**src/rtl/fetch_pkg.sv**
```systemverilog
// Shared types and constants for the instruction fetch unit.
package fetch_pkg;

  // Default instruction / address width
  localparam int unsigned INSTR_W = 32;

  // PC loaded on reset
  localparam logic [INSTR_W-1:0] FETCH_RESET_PC = 32'h8000_0000;

  // Fetch sequencer states
  typedef enum logic [1:0] {
    FETCH_IDLE = 2'd0,
    FETCH_REQ  = 2'd1,
    FETCH_WAIT = 2'd2
  } fetch_state_e;

  // Prefetch FIFO payload at the default width
  typedef struct packed {
    logic [INSTR_W-1:0] pc;
    logic [INSTR_W-1:0] instr;
  } fetch_entry_t;

endpackage

```
**src/rtl/fetch_fifo.sv**
```systemverilog
// DEPTH x WIDTH synchronous FIFO with flush; DEPTH must be a power of two.
module fetch_fifo #(
  parameter int unsigned DEPTH = 4,
  parameter int unsigned WIDTH = 64
) (
  input  logic                     clk_i,
  input  logic                     rst_i,
  input  logic                     push_i,
  input  logic [WIDTH-1:0]         wdata_i,
  input  logic                     pop_i,
  input  logic                     flush_i,
  output logic [WIDTH-1:0]         rdata_o,
  output logic                     empty_o,
  output logic                     full_o,
  output logic [$clog2(DEPTH):0]   count_o
);

  localparam int unsigned PTR_W = $clog2(DEPTH);
  localparam int unsigned CNT_W = PTR_W + 1;
  localparam logic [CNT_W-1:0] DEPTH_C = CNT_W'(DEPTH);

  logic [WIDTH-1:0] mem_q [DEPTH];
  logic [PTR_W-1:0] wr_ptr_q;
  logic [PTR_W-1:0] rd_ptr_q;
  logic [CNT_W-1:0] count_q;
  logic             do_push;
  logic             do_pop;

  assign empty_o = (count_q == '0);
  assign full_o  = (count_q == DEPTH_C);
  assign count_o = count_q;
  assign rdata_o = mem_q[rd_ptr_q];

  assign do_push = push_i & ~full_o;
  assign do_pop  = pop_i & ~empty_o;

  // Pointers and occupancy; flush wins over push/pop
  always_ff @(posedge clk_i or negedge rst_i) begin
    if (!rst_i) begin
      wr_ptr_q <= '0;
      rd_ptr_q <= '0;
      count_q  <= '0;
    end else if (flush_i) begin
      wr_ptr_q <= '0;
      rd_ptr_q <= '0;
      count_q  <= '0;
    end else begin
      if (do_push) wr_ptr_q <= wr_ptr_q + PTR_W'(1);
      if (do_pop)  rd_ptr_q <= rd_ptr_q + PTR_W'(1);
      case ({do_push, do_pop})
        2'b10:   count_q <= count_q + CNT_W'(1);
        2'b01:   count_q <= count_q - CNT_W'(1);
        default: count_q <= count_q;
      endcase
    end
  end

  // Entry storage
  always_ff @(posedge clk_i or negedge rst_i) begin
    if (!rst_i) begin
      for (int i = 0; i < int'(DEPTH); i++) mem_q[i] <= '0;
    end else if (do_push && !flush_i) begin
      mem_q[wr_ptr_q] <= wdata_i;
    end
  end

endmodule

```
**src/rtl/fetch_unit.sv**
```systemverilog
// Free-running instruction fetcher: req/gnt/rvalid memory side, prefetch FIFO,
// redirect with flush, valid/ready to decode.
// Optional perf counters: define FETCH_PERF_COUNTERS_EN.
module fetch_unit
  import fetch_pkg::*;
#(
  parameter int unsigned     XLEN     = INSTR_W,
  parameter logic [XLEN-1:0] RESET_PC = XLEN'(FETCH_RESET_PC),
  parameter int unsigned     DEPTH    = 4
) (
  input  logic            clk_i,
  input  logic            rst_i,
  input  logic            enable_i,
  input  logic            redirect_i,
  input  logic [XLEN-1:0] redirect_pc_i,
  output logic            mem_req_o,
  output logic [XLEN-1:0] mem_addr_o,
  input  logic            mem_gnt_i,
  input  logic            mem_rvalid_i,
  input  logic [XLEN-1:0] mem_rdata_i,
  output logic            inst_valid_o,
  output logic [XLEN-1:0] inst_o,
  output logic [XLEN-1:0] inst_pc_o,
  input  logic            decode_ready_i,
  output logic [31:0]     perf_fetched_o,
  output logic [31:0]     perf_stall_o
);

  localparam int unsigned CNT_W = $clog2(DEPTH) + 1;
  localparam logic [CNT_W-1:0] DEPTH_C = CNT_W'(DEPTH);

  typedef struct packed {
    logic [XLEN-1:0] pc;
    logic [XLEN-1:0] instr;
  } entry_t;

  fetch_state_e    state_q, state_d;
  logic [XLEN-1:0] fetch_pc_q, fetch_pc_d;
  logic [XLEN-1:0] req_pc_q, req_pc_d;
  logic            drop_q, drop_d;

  logic             grant;
  logic             rsp;
  logic             push;
  logic             pop;
  logic             fifo_empty;
  logic             fifo_full;
  logic [CNT_W-1:0] fifo_count;
  logic [CNT_W-1:0] count_after;
  entry_t           push_entry;
  entry_t           head_entry;
  logic             unused_pc_lsbs;

  assign unused_pc_lsbs = ^redirect_pc_i[1:0];

  assign mem_req_o  = (state_q == FETCH_REQ);
  assign mem_addr_o = fetch_pc_q;

  assign grant = (state_q == FETCH_REQ) & mem_gnt_i;
  assign rsp   = (state_q == FETCH_WAIT) & mem_rvalid_i;
  // Redirect beats push and pop; a response under the drop flag is discarded
  assign push  = rsp & ~drop_q & ~redirect_i;
  assign pop   = ~fifo_empty & decode_ready_i & ~redirect_i;

  // Occupancy after this cycle's push/pop, used for back-to-back issue
  assign count_after = fifo_count + CNT_W'(push) - CNT_W'(pop);

  assign push_entry.pc    = req_pc_q;
  assign push_entry.instr = mem_rdata_i;

  fetch_fifo #(
    .DEPTH (DEPTH),
    .WIDTH ($bits(entry_t))
  ) u_fifo (
    .clk_i   (clk_i),
    .rst_i   (rst_i),
    .push_i  (push),
    .wdata_i (push_entry),
    .pop_i   (pop),
    .flush_i (redirect_i),
    .rdata_o (head_entry),
    .empty_o (fifo_empty),
    .full_o  (fifo_full),
    .count_o (fifo_count)
  );

  assign inst_valid_o = ~fifo_empty;
  assign inst_o       = fifo_empty ? '0 : head_entry.instr;
  assign inst_pc_o    = fifo_empty ? '0 : head_entry.pc;

  // Sequencer state, fetch PC, in-flight PC and drop flag
  always_ff @(posedge clk_i or negedge rst_i) begin
    if (!rst_i) begin
      state_q    <= FETCH_IDLE;
      fetch_pc_q <= RESET_PC;
      req_pc_q   <= RESET_PC;
      drop_q     <= 1'b0;
    end else begin
      state_q    <= state_d;
      fetch_pc_q <= fetch_pc_d;
      req_pc_q   <= req_pc_d;
      drop_q     <= drop_d;
    end
  end

  // Next-state: redirect retargets and marks any in-flight response as stale
  always_comb begin
    state_d    = state_q;
    fetch_pc_d = fetch_pc_q;
    req_pc_d   = req_pc_q;
    drop_d     = drop_q;

    if (redirect_i) begin
      fetch_pc_d = {redirect_pc_i[XLEN-1:2], 2'b00};
      drop_d     = ((state_q == FETCH_WAIT) && !mem_rvalid_i) || grant;
      case (state_q)
        FETCH_REQ:  state_d = mem_gnt_i ? FETCH_WAIT : FETCH_REQ;
        FETCH_WAIT: state_d = mem_rvalid_i ? FETCH_IDLE : FETCH_WAIT;
        default:    state_d = FETCH_IDLE;
      endcase
    end else begin
      case (state_q)
        FETCH_IDLE: begin
          if (enable_i && !fifo_full) state_d = FETCH_REQ;
        end
        FETCH_REQ: begin
          if (mem_gnt_i) begin
            req_pc_d   = fetch_pc_q;
            fetch_pc_d = fetch_pc_q + XLEN'(4);
            state_d    = FETCH_WAIT;
          end
        end
        FETCH_WAIT: begin
          if (mem_rvalid_i) begin
            drop_d  = 1'b0;
            state_d = (enable_i && (count_after < DEPTH_C)) ? FETCH_REQ : FETCH_IDLE;
          end
        end
        default: state_d = FETCH_IDLE;
      endcase
    end
  end

`ifdef FETCH_PERF_COUNTERS_EN
  logic [31:0] perf_fetched_q;
  logic [31:0] perf_stall_q;

  // Delivered-instruction and starved-decode counters, wrapping
  always_ff @(posedge clk_i or negedge rst_i) begin
    if (!rst_i) begin
      perf_fetched_q <= '0;
      perf_stall_q   <= '0;
    end else begin
      if (pop) perf_fetched_q <= perf_fetched_q + 32'd1;
      if (enable_i && fifo_empty) perf_stall_q <= perf_stall_q + 32'd1;
    end
  end

  assign perf_fetched_o = perf_fetched_q;
  assign perf_stall_o   = perf_stall_q;
`else
  assign perf_fetched_o = '0;
  assign perf_stall_o   = '0;
`endif

endmodule

```
**config.mk**
```make
export PLATFORM = sky130hd
export DESIGN_NAME = fetch_unit
export DESIGN_NICKNAME = d
export VERILOG_FILES = /design/src/rtl/fetch_pkg.sv /design/src/rtl/fetch_fifo.sv /design/src/rtl/fetch_unit.sv
export SDC_FILE = /design/constraint.sdc
export NUM_CORES = 1
export LEC_CHECK = 0
export CAP_MARGIN = 15
export CORE_UTILIZATION = 32
export CTS_CLUSTER_DIAMETER = 50
export CTS_CLUSTER_SIZE = 30
export DETAILED_ROUTE_END_ITERATION = 10
export GPL_TIMING_DRIVEN = 0
export HOLD_SLACK_MARGIN = 0.03
export PLACE_DENSITY = 0.52
export SKIP_CTS_REPAIR_TIMING = 1
export SYNTH_ARGS = -nofsm -noshare
export SYNTH_HDL_FRONTEND = slang
export SYNTH_SLANG_ARGS = --single-unit
```
**constraint.sdc**
```tcl
create_clock -name clk_i -period 2.8 [get_ports clk_i]
set_input_delay 0.84 -clock clk_i [delete_from_list [all_inputs] [get_ports clk_i]]
set_output_delay 0.84 -clock clk_i [all_outputs]
set_load 0.01 [all_outputs]
```
==> impl_results.md, run 1 <==
- Worst path required time: 1.96 ns
- Setup TNS Final: -11.70 ns
- Worst reg-to-reg setup slack: 0.26 ns
- Total power: 17.6 mW
- DRT iter0 DRCs: 401
- Nets: 1469
- Average cell area after synthesis: 15.2 µm²
- Cells after Synth: 1078
- Die Span Y: 229 µm
- Die width: 229 µm
- Post-synth cell types: 46
- Post-DP HPWL: 25500 µm
- Routed wire length per instance: 18.9 µm
- Antenna diodes: 0
- RSZ-0062 raised after global routing: yes
- Clock root cell: clkbuf_16
- Area fraction of the dominant cell type after synthesis: 48.2%
- Remaining antenna violation count: 0
- Rel. slew slack: 47.2%
- Worst path arrival time: 2.23 ns
- Startpoint Class: register
- Via Count: 9471
- CTS tree: done
- Cell taking the most area after synthesis: dfrtp_1
- Hold Vio Cnt, Final: 0
- Cell row count: 82
- YS warnings: 0
- Dpl cells: 1980
- Leakage: 10.7 nW
- VDD IR-drop max: 0.416 mV
- Design area: 21400 µm²
- Drc violations: 0
- Status: finished with violations
- Clock insertion delay at the later pin of the skew report: 0.56 ns
- Total GRT Usage: 15.0%
- Share of cells above drive strength 1: 48.7%
- Worst reg2reg endpoint: state_q[0]$_DFFE_PN0P_
- Crit. End Element: output pin
- Worst Setup SP: u_fifo.rd_ptr_q[0]$_DFFE_PN0P_
- Layout area overhead: 30.3%
- Worst Setup Slack, final: -0.271 ns
- Sink Count: 318
- Synth async-reset ratio: 100%
- Area post-placement: 19200 µm²
- Routed vias/inst: 4.53
- Vias in the first global route: 10200
- CTS H-tree depth: 2
- TritonCTS Buffers: 43
- Top-count cell post-synth: dfrtp_1
- Tightest Hold Check Type: primary input to asynchronous set/reset pin
- # setup viols final: 62
- Fin cells: 2090
- Worst Tran Pin Value: 0.792 ns
- Port bufs: 161
- Routed WL: 39400 µm
- First-pass GRT wire length: 61300 µm
- Post-synth top flop: dfrtp_1
- Worst hold margin: 0.279 ns
- I/O pin cnt: 233
- Period utilisation layout: 110%
- Reg2Reg Depth: 10
- EDFF count, synth: 0
- Routability Congestion: 0.789
- Largest net degree at the start of global routing: 121
- Sequential-to-total area share from yosys stat: 48.5%
- Fin Clk Skew: 0.0219 ns
- Initial Util: 32.6%
- Clock Tree Buf Depth: 3
- Total die area: 52200 µm²
- PD cells: 823 nW/µm²
- Cell area after synthesis: 16400 µm²
- Failing checks: setup timing
- CTS clk-pin slew, worst paths: 0.06 ns
- Synthesized flop and latch total: 318
- # Max-Cap Violations: 0
- Top post-synthesis cells by count: dfrtp_1, mux2_4, buf_4, and2_1, mux4_2
- Drt first pass iters: 4
- Kind of critical path: register to output pin
- GRT Residual Overflow: 0
- Slew Limit Fails: 0
- Final min period: 3.07 ns
- CP max FO: 6
- Highest Clock Rate: 0.326 GHz
- RR Startpoint: u_fifo.count_o[1]$_DFFE_PN0P_
- Core Area: 50400 µm²
- Initial antenna violation count: 1
- Top cells by area, synth: dfrtp_1, mux2_4, mux4_2, buf_4, buf_12
==> state kept, by name, indices dropped and copies added (netlist names) <==
name,flops
drop_q,1
state_q,2
u_fifo.wr_ptr_q,2
req_pc_q,30
u_fifo.rd_ptr_q,2
u_fifo.count_o,3
u_fifo.mem_q,248
mem_addr_o,30
==> through the flow <==
stage | utilization [%] | worst slack (ns)
2_1_floorplan | - | 0.111
3_3_place_gp | 38.0 | -13.29
3_5_place_dp | 38.1 | -1.02
4_1_cts | 41.0 | -1.61
5_1_grt | 42.4 | -0.345
6_report | 42.4 | -0.271
==> worst max path at each step <==
stage | endpoint | slack (ns) | cells after the start
floorplan | state_q[0]$_DFFE_PN0P_ | 0.11 | 10
global placement | req_pc_q[10]$_DFFE_PN0P_ | -13.29 | 1
detailed placement | state_q[0]$_DFFE_PN0P_ | -1.02 | 11
CTS | inst_pc_o[20] | -1.61 | 5
global route | inst_o[4] | -0.35 | 6
finish | inst_o[24] | -0.27 | 7
==> cell type report <==
type | instances | area (µm²)
Clock buffer | 50 | 1160
Buffer | 127 | 1340
Clock inverter | 27 | 328
Tap cell | 672 | 841
Sequential cell | 318 | 7970
Inverter | 12 | 45.0
Multi-Input combinational cell | 687 | 7620
Fill cell | 4569 | 29000
Timing Repair Buffer | 197 | 2080
==> cells by family after synthesis <==
family / share of synthesized area (%)
AOI/OAI and AO/OA: 1.55
muxes: 33.3
other: 0.0228
adders and majority gates: 0.960
and+or+nand+nor: 6.46
DFF: 48.5
xor gates and xnor gates: 1.81
buffers and inverters: 7.39
==> where the power goes <==
group	switching, mW	internal (mW)	leakage (nW)
Clock	2.20	3.49	0.729
Combinational	2.13	3.54	5.75
Sequential	0.779	5.45	4.24
==> worst max-delay path: stages, from the launching register on <==
cell	delay, ns
dfrtp_2	0.42
buf_12	0.15
buf_16	0.13
buf_12	0.13
buf_4	0.13
mux4_2	0.41
and2_4	0.17
clkbuf_2	0.12
==> routing by layer <==
layer / up-vias / global-route usage, % / share of wire, %
li1: 4345 / - / -
met1: 4877 / 20.5 / 46
met2: 204 / 23.8 / 47
met3: 45 / 3.28 / 4.6
met4: 0 / 4.47 / 1.8
met5: - / 0 / 0
==> placed cells by master (no fill, tap or decap), types with 18 or more instances in the layout <==
| master | netlist | routed |
|---|---|---|
| conb_1 | 1 | 68 |
| clkbuf_16 | 0 | 49 |
| buf_4 | 68 | 85 |
| clkdlybuf4s50_1 | 0 | 96 |
| mux2_4 | 240 | 240 |
| dfrtp_1 | 316 | 311 |
| mux4_2 | 62 | 62 |
| buf_6 | 1 | 42 |
| nand2_1 | 47 | 47 |
| and2_4 | 1 | 47 |
| mux2_2 | 39 | 39 |
| o21ai_0 | 30 | 30 |
| xnor2_1 | 20 | 20 |
| buf_12 | 25 | 36 |
| clkbuf_2 | 0 | 18 |
Power figures use the tool's default switching activity.
==> inputs of run 2 (changes only) <==
ABC_CLOCK_PERIOD_IN_PS = 2800   (was unset)
CORE_UTILIZATION = 40   (was 32)
CTS_CLUSTER_DIAMETER = unset   (was 50)
PLACE_DENSITY = 0.62   (was 0.52)
==> run 2 against run 1 <==
Compared with the run above:
- the flow still finishes with violations (setup timing)
- worst setup slack improved by 0.023 ns
- sequential power about the same
- final cell count shrank 6.8%
- non-clock buffer count increased by 12
- maximum frequency grew 0.76%
- critical path depth stayed put
- via count rose by 0.38%
- largest cell class unchanged
- largest power group unchanged
- highest routed layer unchanged
==> impl_results.md, run 2 (synthesis gave the netlist of run 1 again) <==
- Pint: 12.0 mW (-4.0%)
- Worst hold margin: 0.340 ns (+0.0613 ns)
- Clock network power share: 29.1% (-3.3 points)
- Max reg flops: 248 (unchanged)
- Cell row count: 73 (-11%)
- Port bufs: 161 (unchanged)
- Worst Tran Pin Value: 0.815 ns (+0.0230 ns)
- Initial antenna violation count: 0 (-1)
- # Max-Cap Violations: 0 (unchanged)
- RSZ-0062 raised after global routing: yes
- Die width: 205 µm (-10%)
- GRT Residual Overflow: 0 (unchanged)
- Core Area: 40100 µm² (-20%)
- Total power: 16.8 mW (-4.3%)
- # setup viols final: 62 (unchanged)
- Routability Congestion: 0.763 (-3.2%)
- Rel. slew slack: 45.7% (-1.5 points)
- Via Count: 9507 (+0.38%)
- CP max FO: 7 (+1)
- First-pass GRT wire length: 57200 µm (-6.7%)
- Routed wire length per instance: 19.2 µm (+1.6%)
- Kind of critical path: register to output pin
- Nets: 1477 (+0.54%)
- Clock root cell: clkbuf_16
- Hold Vio Cnt, Final: 0 (unchanged)
- RR Startpoint: u_fifo.count_o[0]$_DFFE_PN0P_
- DRT iter0 DRCs: 467 (+16%)
- Total GRT Usage: 17.5% (+2.5 points)
- CTS clk-pin slew, worst paths: 0.06 ns (about the same)
- Clock insertion delay at the later pin of the skew report: 0.54 ns (-0.02 ns)
- Worst path arrival time: 2.21 ns (-0.02 ns)
- Leakage: 10.7 nW (-0.51%)
- I/O pin cnt: 233 (unchanged)
- Share of cells above drive strength 1: 48.2% (-0.52 points)
- Drt first pass iters: 4 (unchanged)
- Commonest non-fill, non-tap cell in the layout: dfrtp_1
- Sequential power share: 37.0% (+1.6 points)
- Worst path required time: 1.96 ns (about the same)
- Fill count: 3298 (-28%)
- Tightest Hold Check Type: primary input to asynchronous set/reset pin
- Startpoint Class: register
- Comb power frac: 33.9% (+1.7 points)
- Drc violations: 0 (unchanged)
- Die Span Y: 205 µm (-10%)
- Slew Limit Fails: 0 (unchanged)
- Most flop-heavy register: u_fifo.mem_q
- Register area: 7970 µm² (unchanged)
- Failing checks: setup timing
- Worst Setup Slack, final: -0.247 ns (+0.0231 ns)
- Largest net degree at the start of global routing: 122 (+0.83%)
- CTS H-tree depth: 2 (unchanged)
- Period utilisation layout: 109% (-0.83 points)
- VDD IR-drop max: 0.361 mV (-13%)
- Clock Tree Buf Depth: 3 (unchanged)
- Status: finished with violations
- TritonCTS Buffers: 39 (-9.3%)
- Highest Clock Rate: 0.328 GHz (+0.76%)
- Layout area overhead: 28.4%
- Crit. End Element: output pin
- Worst reg2reg endpoint: state_q[0]$_DFFE_PN0P_
- Vias in the first global route: 9811 (-3.9%)
- Reg2Reg Depth: 10 (unchanged)
- Antenna diodes: 0 (unchanged)
- CTS tree: done
- Total die area: 41900 µm² (-20%)
- Switching part of the total: 28.8% (-0.24 points)
- Initial Util: 40.9% (+8.4 points)
- Dpl cells: 1833 (-7.4%)
- Fin Clk Skew: 0.0207 ns (-0.00118 ns)
- Fin cells: 1948 (-6.8%)
- Pre-CTS WS: -0.957 ns (+0.0582 ns)
- Setup TNS Final: -10.14 ns (+1.56 ns)
- Routed vias/inst: 4.88 (+7.7%)
- Remaining antenna violation count: 0 (unchanged)
- Final min period: 3.05 ns (-0.0231 ns)
- PD cells: 799 nW/µm² (-2.9%)
- Commonest cells after routing, fill and taps aside: dfrtp_1, mux2_4, clkdlybuf4s50_1
- Sink Count: 318 (unchanged)
- Routed WL: 37300 µm (-5.3%)
- Post-DP HPWL: 23700 µm (-7.3%)
- Area of the multi-input gates: 7620 µm² (about the same)
- Worst reg-to-reg setup slack: 0.15 ns (-0.11 ns)
- NetSw: 4.86 mW (-5.1%)
-- run 2: worst max path at each step --
| stage | start | to | slack, ns | depth (start not counted) |
|---|---|---|---|---|
| after floorplan | redirect_i | state_q[0]$_DFFE_PN0P_ | 0.11 | 10 |
| after global placement | rst_i | req_pc_q[7]$_DFFE_PN0P_ | -13.08 | 1 |
| after detailed placement | redirect_i | state_q[0]$_DFFE_PN0P_ | -0.96 | 11 |
| after CTS | u_fifo.count_o[0]$_DFFE_PN0P_ | inst_pc_o[18] | -1.37 | 5 |
| after global routing | u_fifo.rd_ptr_q[0]$_DFFE_PN0P_ | inst_o[4] | -0.31 | 7 |
| final | u_fifo.rd_ptr_q[0]$_DFFE_PN0P_ | inst_o[4] | -0.25 | 7 |
-- run 2: per-stage QoR --
step	util, %	instance area, µm²
after detailed placement	47.4	19000
after CTS	50.5	20200
after global routing	52.6	21100
after global placement	47.2	18900
after floorplan	-	16700
final	52.6	21100
-- run 2: cell type report --
class,count,area share [%]
flip-flops and latches,318,37.8
repair buffers,209,10.5
plain buffers,127,6.29
inverters,12,0.214
well taps,525,3.12
clock inverters,14,0.689
multi-input cells,687,36.1
clock buffers,56,5.22
-- run 2: power groups by stage --
stage	registers [mW]	clock network [mW]	logic [mW]
after floorplan	6.01	0	3.09
after global placement	6.26	0	4.54
after detailed placement	6.27	0	4.63
after CTS	6.22	5.03	4.64
after global routing	6.36	5.21	6.13
final	6.24	4.90	5.71
-- run 2: critical path, stage by stage (launching register included) --
cell and delay [ns]:
dfrtp_2 0.38, buf_12 0.17, buf_12 0.12, buf_6 0.09, clkbuf_16 0.14, mux4_2 0.48, and2_1 0.15, buf_2 0.13
-- run 2: routing by layer --
layer	routed length (µm)	vias up	part of all wire, %	track usage, %
li1	-	4361	-	-
met1	17700	4866	47	25.4
met2	17400	227	47	27.4
met4	754	0	2.0	4.24
met3	1470	53	3.9	2.85
met5	0	-	0	0
==> inputs of run 3 (changes only) <==
CELL_PAD_IN_SITES_DETAIL_PLACEMENT = 1   (was unset)
CELL_PAD_IN_SITES_GLOBAL_PLACEMENT = 2   (was unset)
CORE_UTILIZATION = 39   (was 40)
PLACE_DENSITY = 0.8   (was 0.62)
==> run 3 against run 2 <==
Compared with the run above:
- the run still ends with setup timing left
- flip-flop and latch count unchanged
- global-route usage up 1.2 points
- sequential power increased by 0.8%
- worst hold slack better by 0.031 ns
- routed wire length is 7.4% higher
- count of clock-buffer cells in the layout is the same
- via count shrank 0.12%
- maximum frequency decreased by 1.4%
- critical path depth unchanged
- sequential share of layout area rose by 0.26 points
- critical endpoint is now inst_pc_o[14]
- largest power group unchanged
==> impl_results.md, run 3 (synthesis gave the netlist of run 1 again) <==
- # setup viols final: 62 (unchanged)
- Drc violations: 0 (unchanged)
- Port bufs: 161 (unchanged)
- Nets: 1460 (-1.2%)
- Final min period: 3.09 ns (+0.0439 ns)
- Rel. slew slack: 43.6% (-2.0 points)
- CTS clk-pin slew, worst paths: 0.06 ns (about the same)
- Layout area overhead: 27.5%
- Clock insertion delay at the later pin of the skew report: 0.56 ns (+0.02 ns)
- Slew Limit Fails: 0 (unchanged)
- Initial Util: 39.8% (-1.1 points)
- Design area: 20900 µm² (-0.68%)
- I/O pin cnt: 233 (unchanged)
- TritonCTS Buffers: 38 (-2.6%)
- Sink Count: 318 (unchanged)
- Routed wire length per instance: 20.7 µm (+8.0%)
- First-pass GRT wire length: 63100 µm (+10%)
- Clock Tree Buf Depth: 3 (unchanged)
- Kind of critical path: register to output pin
- Fin Clk Skew: 0.0227 ns (+0.00205 ns)
- Core Area: 41200 µm² (+2.8%)
- DRT iter0 DRCs: 460 (-1.5%)
- Via Count: 9496 (-0.12%)
- Clock root cell: clkbuf_16
- Total power: 16.9 mW (+0.24%)
- RSZ-0062 raised after global routing: yes
- Dpl cells: 1840 (+0.38%)
- PD cells: 806 nW/µm² (+0.92%)
- Worst hold margin: 0.372 ns (+0.0315 ns)
- Startpoint Class: register
- Total GRT Usage: 18.7% (+1.2 points)
- Die Span Y: 207 µm (+1.3%)
- Post-DP HPWL: 26100 µm (+10%)
- Worst Setup Slack, final: -0.291 ns (-0.0439 ns)
- Hold Vio Cnt, Final: 0 (unchanged)
- # Max-Cap Violations: 0 (unchanged)
- Share of cells above drive strength 1: 49.0% (+0.83 points)
- Failing checks: setup timing
- CP max FO: 6 (-1)
- Worst path arrival time: 2.25 ns (+0.04 ns)
- Largest net degree at the start of global routing: 110 (-9.8%)
- Max reg flops: 248 (unchanged)
- Tightest Hold Check Type: primary input to asynchronous set/reset pin
- Cell row count: 74 (+1.4%)
- Commonest non-fill, non-tap cell in the layout: dfrtp_1
- Antenna diodes: 0 (unchanged)
- VDD IR-drop max: 0.373 mV (+3.3%)
- Fin cells: 1937 (-0.56%)
- Initial antenna violation count: 0 (unchanged)
- Die width: 207 µm (+1.3%)
- Worst Tran Pin Value: 0.846 ns (+0.0307 ns)
- Vias in the first global route: 10700 (+8.7%)
- Status: finished with violations
- CTS tree: done
- Area post-placement: 19000 µm² (about the same)
- Remaining antenna violation count: 0 (unchanged)
- Reg2Reg Depth: 8 (-2)
- Routability Congestion: 0.767 (+0.52%)
- Commonest cells after routing, fill and taps aside: dfrtp_1, mux2_4, clkdlybuf4s50_1
- Leakage: 10.4 nW (-2.1%)
- Most flop-heavy register: u_fifo.mem_q
- Routed WL: 40100 µm (+7.4%)
- Routed vias/inst: 4.90 (+0.45%)
- Crit. End Element: output pin
- Setup TNS Final: -11.89 ns (-1.75 ns)
- Drt first pass iters: 4 (unchanged)
- CTS H-tree depth: 2 (unchanged)
- Total die area: 42900 µm² (+2.5%)
- Period utilisation layout: 110% (+1.6 points)
- GRT Residual Overflow: 0 (unchanged)
- Worst path required time: 1.96 ns (about the same)
- Highest Clock Rate: 0.323 GHz (-1.4%)
run 3: critical path, stage by stage (launching register included):
cell and delay [ns]:
dfrtp_2 0.43, buf_6 0.13, clkbuf_16 0.15, buf_12 0.13, buf_12 0.14, mux4_2 0.42
and2_4 0.18, buf_6 0.11
run 3: final timing paths:
check | start | endpoint | slack, ns
setup / recovery | u_fifo.rd_ptr_q[0]$_DFFE_PN0P_ | inst_pc_o[14] | -0.29
hold / removal | rst_i | u_fifo.mem_q[194]$_DFFE_PN0P_ | 0.37
hold reg to reg | u_fifo.mem_q[81]$_DFFE_PN0P_ | u_fifo.mem_q[81]$_DFFE_PN0P_ | 0.51
max in group asynchronous | rst_i | u_fifo.mem_q[229]$_DFFE_PN0P_ | 1.38
setup reg to reg | state_q[1]$_DFFE_PN0P_ | mem_addr_o[31]$_DFFE_PN1P_ | 0.30
min in group clk_i | u_fifo.mem_q[81]$_DFFE_PN0P_ | u_fifo.mem_q[81]$_DFFE_PN0P_ | 0.51
run 3: metrics by stage:
stage | setup WS [ns] | utilization, %
after global placement | -12.84 | 46.0
after global routing | -0.367 | 50.8
final | -0.291 | 50.8
after floorplan | 0.111 | -
after detailed placement | -1.10 | 46.1
after CTS | -1.38 | 49.2
run 3: metal layers:
metal | global-route usage [%] | wire length (µm) | vias up
met5 | 0 | 0 | -
li1 | - | - | 4302
met1 | 25.5 | 18200 | 4950
met3 | 3.88 | 1520 | 51
met4 | 5.51 | 907 | 0
met2 | 30.2 | 19400 | 193
run 3: cell type report:
class	instances	area [µm²]
Clock buffer	56	1110
Timing Repair Buffer	193	2040
Clock inverter	12	139
Sequential cell	318	7970
Tap cell	532	666
Inverter	12	45.0
Multi-Input combinational cell	687	7650
Fill cell	4046	20300
Buffer	127	1330
run 3: report_power, final:
part | internal [mW] | switching [mW]
clock | 2.94 | 1.99
combinational | 3.53 | 2.14
sequential | 5.45 | 0.834
